==> src/rtl/burst_types.sv <==
// Shared types and widths for the physical-memory burst adapter.
package burst_types;
    localparam int LINE_WIDTH_DEF = 256;
    localparam int BEAT_WIDTH_DEF = 64;
    localparam int OFFSET_BITS    = 5;

    typedef enum logic [1:0] {
        IDLE,
        RD_BURST,
        WR_BURST,
        DONE
    } burst_state_t;
endpackage

==> src/rtl/pmem_burst_adapter_beat_line_buffer.sv <==
// Line-wide register with full-line load and per-beat write/read by index.
module beat_line_buffer #(
    parameter int LINE_WIDTH = 256,
    parameter int BEAT_WIDTH = 64,
    parameter int NUM_BEATS  = LINE_WIDTH / BEAT_WIDTH,
    parameter int IDX_W      = $clog2(NUM_BEATS)
) (
    input  logic                  clk,
    input  logic                  rst,
    input  logic                  load_i,
    input  logic [LINE_WIDTH-1:0] load_line_i,
    input  logic                  beat_we_i,
    input  logic [IDX_W-1:0]      beat_idx_i,
    input  logic [BEAT_WIDTH-1:0] beat_data_i,
    output logic [BEAT_WIDTH-1:0] beat_o,
    output logic [LINE_WIDTH-1:0] line_next_o
);
    logic [LINE_WIDTH-1:0] line_q;
    logic [LINE_WIDTH-1:0] line_d;

    always_comb begin
        line_d = line_q;
        if (load_i) begin
            line_d = load_line_i;
        end else if (beat_we_i) begin
            line_d[beat_idx_i*BEAT_WIDTH +: BEAT_WIDTH] = beat_data_i;
        end
    end

    always_ff @(posedge clk) begin
        if (rst) begin
            line_q <= '0;
        end else begin
            line_q <= line_d;
        end
    end

    assign beat_o      = line_q[beat_idx_i*BEAT_WIDTH +: BEAT_WIDTH];
    // Includes the beat arriving this cycle, so the last beat can be
    // published to pmem_rdata without an extra cycle.
    assign line_next_o = line_d;
endmodule

==> src/rtl/pmem_burst_adapter.sv <==
// Splits 256-bit line reads/writes into 4x64-bit bursts and reassembles
// read beats into a registered line with a single-cycle pmem_resp.
module pmem_burst_adapter
    import burst_types::*;
#(
    parameter int LINE_WIDTH = LINE_WIDTH_DEF,
    parameter int BEAT_WIDTH = BEAT_WIDTH_DEF
) (
    input  logic                  clk,
    input  logic                  rst,
    input  logic                  pmem_read,
    input  logic                  pmem_write,
    input  logic [31:0]           pmem_address,
    input  logic [LINE_WIDTH-1:0] pmem_wdata,
    output logic                  pmem_resp,
    output logic [LINE_WIDTH-1:0] pmem_rdata,
    output logic                  bmem_read,
    output logic                  bmem_write,
    output logic [31:0]           bmem_address,
    output logic [BEAT_WIDTH-1:0] bmem_wdata,
    input  logic                  bmem_resp,
    input  logic [BEAT_WIDTH-1:0] bmem_rdata
);
    localparam int NUM_BEATS = LINE_WIDTH / BEAT_WIDTH;
    localparam int IDX_W     = $clog2(NUM_BEATS);
    localparam logic [IDX_W-1:0] LAST_IDX = IDX_W'(NUM_BEATS - 1);

    burst_state_t          state_q, state_d;
    logic [IDX_W-1:0]      cnt_q, cnt_d;
    logic [31:0]           addr_q, addr_d;
    logic [LINE_WIDTH-1:0] rdata_q, rdata_d;

    logic                  load;
    logic                  beat_we;
    logic [LINE_WIDTH-1:0] line_next;

    always_comb begin
        state_d = state_q;
        cnt_d   = cnt_q;
        addr_d  = addr_q;
        rdata_d = rdata_q;
        load    = 1'b0;
        beat_we = 1'b0;
        unique case (state_q)
            IDLE: begin
                if (pmem_write) begin
                    addr_d  = {pmem_address[31:OFFSET_BITS], OFFSET_BITS'(0)};
                    load    = 1'b1;
                    cnt_d   = '0;
                    state_d = WR_BURST;
                end else if (pmem_read) begin
                    addr_d  = {pmem_address[31:OFFSET_BITS], OFFSET_BITS'(0)};
                    cnt_d   = '0;
                    state_d = RD_BURST;
                end
            end
            RD_BURST: begin
                beat_we = bmem_resp;
                if (bmem_resp) begin
                    if (cnt_q == LAST_IDX) begin
                        rdata_d = line_next;
                        state_d = DONE;
                    end else begin
                        cnt_d = cnt_q + 1'b1;
                    end
                end
            end
            WR_BURST: begin
                if (bmem_resp) begin
                    if (cnt_q == LAST_IDX) begin
                        state_d = DONE;
                    end else begin
                        cnt_d = cnt_q + 1'b1;
                    end
                end
            end
            DONE: begin
                state_d = IDLE;
            end
            default: begin
                state_d = IDLE;
            end
        endcase
    end

    always_ff @(posedge clk) begin
        if (rst) begin
            state_q <= IDLE;
            cnt_q   <= '0;
            addr_q  <= '0;
            rdata_q <= '0;
        end else begin
            state_q <= state_d;
            cnt_q   <= cnt_d;
            addr_q  <= addr_d;
            rdata_q <= rdata_d;
        end
    end

    beat_line_buffer #(
        .LINE_WIDTH (LINE_WIDTH),
        .BEAT_WIDTH (BEAT_WIDTH),
        .NUM_BEATS  (NUM_BEATS),
        .IDX_W      (IDX_W)
    ) u_buf (
        .clk         (clk),
        .rst         (rst),
        .load_i      (load),
        .load_line_i (pmem_wdata),
        .beat_we_i   (beat_we),
        .beat_idx_i  (cnt_q),
        .beat_data_i (bmem_rdata),
        .beat_o      (bmem_wdata),
        .line_next_o (line_next)
    );

    assign pmem_resp    = (state_q == DONE);
    assign pmem_rdata   = rdata_q;
    assign bmem_read    = (state_q == RD_BURST);
    assign bmem_write   = (state_q == WR_BURST);
    assign bmem_address = addr_q;
endmodule

==> config.mk <==
export PLATFORM = sky130hd
export DESIGN_NAME = pmem_burst_adapter
export DESIGN_NICKNAME = d
export VERILOG_FILES = /design/src/rtl/burst_types.sv /design/src/rtl/pmem_burst_adapter_beat_line_buffer.sv /design/src/rtl/pmem_burst_adapter.sv
export SDC_FILE = /design/constraint.sdc
export NUM_CORES = 1
export LEC_CHECK = 0
export ABC_AREA = 1
export ABC_CLOCK_PERIOD_IN_PS = 4000
export CAP_MARGIN = 25
export CORE_AREA = 5 5 277 279
export DETAILED_ROUTE_END_ITERATION = 16
export DIE_AREA = 0 0 282 284
export SKIP_CTS_REPAIR_TIMING = 1
export SYNTH_ARGS = -nofsm -noshare
export SYNTH_HDL_FRONTEND = slang
export SYNTH_SLANG_ARGS = --single-unit
==> constraint.sdc <==
create_clock -name clk -period 4 [get_ports clk]
set_input_delay 1.2 -clock clk [delete_from_list [all_inputs] [get_ports clk]]
set_output_delay 1.2 -clock clk [all_outputs]
set_load 0.05 [all_outputs]
# Word-level counts from Yosys, hierarchy flattened
# Index checks and enable logic that the tools add are counted.
# word_totals
regBits,548
latchBits,0
mem_bits_rw,0
romBits,0
input_bits,357
out_inout_bits,355
elab_cells,44
n_memories,0
# classes
addsub,2
n_mul,0
div_mod_pow,0
magnitude_cmp,0
eq_ne,8
shift,3
muxes,18
bitwise,0
n_reduce_logical,8
# ops
cell,count
256-bit two-way mux,2
256-bit bitwise mux,1
"64-bit by 34-bit variable shift with 256-bit output, first input constant",1
256-bit by 9-bit variable part select with 64-bit output,1
64-bit by 34-bit variable part select with 256-bit output,1
32-bit two-way mux,2
8-bit negation with 34-bit output,1
2-bit two-way mux,8
"2-bit equality test, second input constant",3
2-bit one-hot mux with 3 select lines,1
3-bit AND reduction,2
"2-bit by 1-bit != test with 1-bit output, second input constant",2
2-bit one-hot mux with 2 select lines,1
4-bit AND reduction,1
2-bit nonzero test,2
1-bit two-way mux,3
"3-bit != test, second input constant",1
"2-bit by 1-bit adder with 2-bit output, second input constant",1
"2-bit by 1-bit equality test with 1-bit output, second input constant",1
2-bit zero test,1
"2-bit != test, second input constant",1
2-bit AND reduction,1
2-bit OR reduction,1

# Logic depth before layout (Yosys ltp)
# depth
depth_word,5
ltp_mapped,16

# Modules after synthesis
# Synthesis repeated with hierarchy kept, for this count alone.
# hier_totals
hier_cells,4482
area_unflattened_um2,29019.1
# modules_own_cells
module,instances,cells_each,area_each_um2
beat_line_buffer,1,3167,16898.7
pmem_burst_adapter,1,1315,12120.4

# Worst setup path after synthesis
# OpenSTA, ideal clock, no wires.
# synth_path
kind,register to output
from,register cnt_q[0]
to,output port bmem_wdata[13]
t_arrival_ns,2.221
setup_slack_ns,0.579
path_stages_with_launch,7
path_buffers,4
cell_sequence,dfxtp_1 -> buf_4 -> buf_2 -> buf_2 -> buf_2 -> nor2_1 -> o21ai_0
# synth_between
elab_chain_len,1
# synth_rtl
element,line_no,text
from (decl),pmem_burst_adapter.sv:29,"logic [IDX_W-1:0] cnt_q, cnt_d;"
from (signal assigned),pmem_burst_adapter.sv:94,cnt_q <= cnt_d;
256-bit by 9-bit variable part select with 64-bit output,pmem_burst_adapter_beat_line_buffer.sv:38,assign beat_o = line_q[beat_idx_i*BEAT_WIDTH +: BEAT_WIDTH];
to (decl),pmem_burst_adapter.sv:20,"output logic [BEAT_WIDTH-1:0] bmem_wdata,"
# No other way between the ends.

# Final worst setup path
# layout_path
from,register cnt_q[0]
to,output port bmem_wdata[7]
# The elaborated chain is that of the path after synthesis.

==> results_dict.tcl <==
set metrics [dict create \
    io_buffers 701 \
    die_w_um 282 \
    ys_seq_area_share_pct 41.8 \
    wire_per_inst_um 21.2 \
    path_clk_slew_ns 0.06 \
    crit_fanout 45 \
    cp_data_required_time_ns 2.80 \
    grt_max_degree 161 \
    dieArea_um2 80100 \
    dr.first_iter.drc_count 2182 \
    fin_cells 5497 \
    max_freq_mhz 258 \
    cts_max_path_buffers 3 \
    tightest_slew_ns 0.989 \
    vias 28400 \
    crit_type "reg2out" \
    maxSlewHeadroom_pct 34.1 \
    overflow 0 \
    io_pins 712 \
    area_growth_syn_to_layout_pct 39.6 \
    ant_nets 0 \
    num-fill-cells 7588 \
    htreeDepth 2 \
    grt_pass1_vias 26800 \
    p_leak_nw 15.7 \
    cp.arrival_ns 2.68 \
    synth_area_per_cell_um2 6.63 \
    finalCritPeriodShare_pct 96.9 \
    hpwl_um 78500 \
    worst_setup_path_start_kind "register" \
    cp-end-kind "output pin" \
    synthCells 3924 \
    max_cap_violations 0 \
    period_needed_ns 3.88 \
    holdWs_ns 0.483 \
    timing_hold_violations_final 0 \
    ys_seq_elements 543 \
    antenna_found_initial 27 \
    reg2reg_depth 12 \
    grtUsageTotal_pct 27.3 \
    min_delay_path_depth 2 \
    rsz0062_at_grt "no" \
    synth_area_um2 26000 \
    synth.area.top_cells "dfxtp_1, nand2_1, a21oi_1" \
    synth_cell_types 24 \
    drive_gt1_share_pct 9.19 \
    cts_tree "built" \
    dieHeight_um 284 \
    synth_top_cell_by_area "dfxtp_1" \
    avgViaCountPerCell 5.17 \
    coreArea_um2 73900 \
    first_pass_iters 6 \
    skew_ns 0.0102 \
    clockRootBuffer "clkbuf_16" \
    drv_slew 0 \
    peakVddDrop_uv 406 \
    outcome "complete, no violations" \
    dp.cells 5375 \
    clkLatencyLatePin_ns 0.61 \
    cts_buffers 61 \
    powerDensity_nw_per_um2 656 \
    worstHoldPathType "reg2reg" \
    setup_viol 0 \
    grt_first_pass_wirelength_um 169000 \
    start_util_pct 35.2 \
    std_cell_rows 100 \
    drc 0 \
    wl_um 116000 \
    place.gp.congestion 0.886 \
    netlist.area_leader.share_pct 41.8 \
    cts.sinks 543 \
    fin_nets 4836 \
    yosysWarnings 0 \
]
## layout by cell type (no fill, tap or decap), types with 2 or more instances in the layout
cell type	instances
nand2_1	1006
clkdlybuf4s50_1	636
dfxtp_1	541
a21oi_1	532
nor2_1	455
o21ai_0	339
inv_1	238
or2_2	161
nand3_1	149
buf_4	87
o21a_1	82
clkbuf_16	61
buf_12	47
o22ai_1	46
dlymetal6s2s_1	19
diode_2	14
or2_1	14
clkbuf_1	14
clkbuf_8	13
o21ai_1	12
clkinv_2	12
ha_1	9
nor2_4	7
bufinv_16	7
inv_8	5
conb_1	5
nand3_4	4
inv_2	2
inv_6	2
dfxtp_4	2
## synth_stat cells
| cell type | n |
|---|---|
| o21a_1 | 82 |
| or2_1 | 14 |
| or2_2 | 161 |
| ha_1 | 10 |
| nor2_1 | 455 |
| nor2_4 | 3 |
| buf_1 | 10 |
| dfxtp_1 | 543 |
| inv_1 | 240 |
| clkinv_1 | 1 |
| nand3_1 | 153 |
| o21ai_2 | 1 |
| o21ai_1 | 12 |
| buf_2 | 127 |
| o21ai_0 | 339 |
| buf_4 | 8 |
| a21oi_1 | 532 |
| o22ai_1 | 46 |
| nor2_2 | 4 |
| inv_2 | 6 |
| clkbuf_1 | 168 |
| nand4_1 | 1 |
| conb_1 | 1 |
| nand2_1 | 1007 |
## per-layer routing
metal	share of wire (%)	vias up	global-route usage [%]
met5	0.14	-	0
met3	9.7	207	7.67
met4	2.8	24	8.53
li1	-	13800	-
met2	48	1141	46.0
met1	40	13300	33.9
## final timing paths
path | startpoint | slack (ns) | end
worst max-delay path | cnt_q[0]$_SDFFE_PP0P_ | 0.12 | bmem_wdata[7]
worst max register to register | cnt_q[0]$_SDFFE_PP0P_ | 0.78 | pmem_rdata[81]$_SDFFE_PP0P_
worst min register to register | bmem_address[27]$_SDFFE_PP0P_ | 0.48 | bmem_address[27]$_SDFFE_PP0P_
worst min-delay path | bmem_address[27]$_SDFFE_PP0P_ | 0.48 | bmem_address[27]$_SDFFE_PP0P_
## where the power goes
group          switching [mW]  total [mW]  internal, mW
clock                    2.36        5.83          3.47
sequential              0.465        6.64          6.17
combinational            7.79        11.3          3.56
total                    10.6        23.8          13.2
## flip-flops by register name, summed over array words and instances (netlist names)
name,cells
u_buf.line_q,256
state_q,2
pmem_rdata,256
bmem_address,27
cnt_q,2
## final cells by class
| cell class | instances | area [um2] | area share [%] |
|---|---|---|---|
| antenna | 14 | 35.0 | 0.0964 |
| clock buffer | 88 | 1760 | 4.84 |
| clock inverter | 20 | 283 | 0.778 |
| inverter | 247 | 966 | 2.66 |
| multi-input combinational | 2825 | 13000 | 35.7 |
| sequential | 543 | 10900 | 29.9 |
| tap | 969 | 1210 | 3.34 |
| timing repair buffer | 791 | 8220 | 22.6 |
## worst max-delay path: stages (launching register included)
cell and delay [ns]:
dfxtp_4 0.62, inv_8 0.20, buf_12 0.23, buf_12 0.18
o21ai_0 0.33, o21ai_0 0.23, buf_12 0.20
## cells by family after synthesis
logic type	after synthesis	synth area share (%)
other	1	0.0144
AOI/OAI and AO/OA	1012	20.5
buffers and inverters	560	8.80
DFF	543	41.8
adders and majority gates	10	0.481
and+or+nand+nor	1798	28.5
## metrics by stage
step	setup slack, ns	power [mW]	TNS, ns	cell area, um2	util (%)
2_1_floorplan	0.579	13.8	0	26100	-
3_3_place_gp	0.479	18.0	0	34200	46.3
3_5_place_dp	0.470	18.1	0	34200	46.3
4_1_cts	-0.213	23.9	-3.53	36200	49.0
5_1_grt	0.00362	25.1	0	36300	49.1
6_report	0.125	23.8	0	36300	49.1
Note: power is estimated with default switching activity, not from simulation.
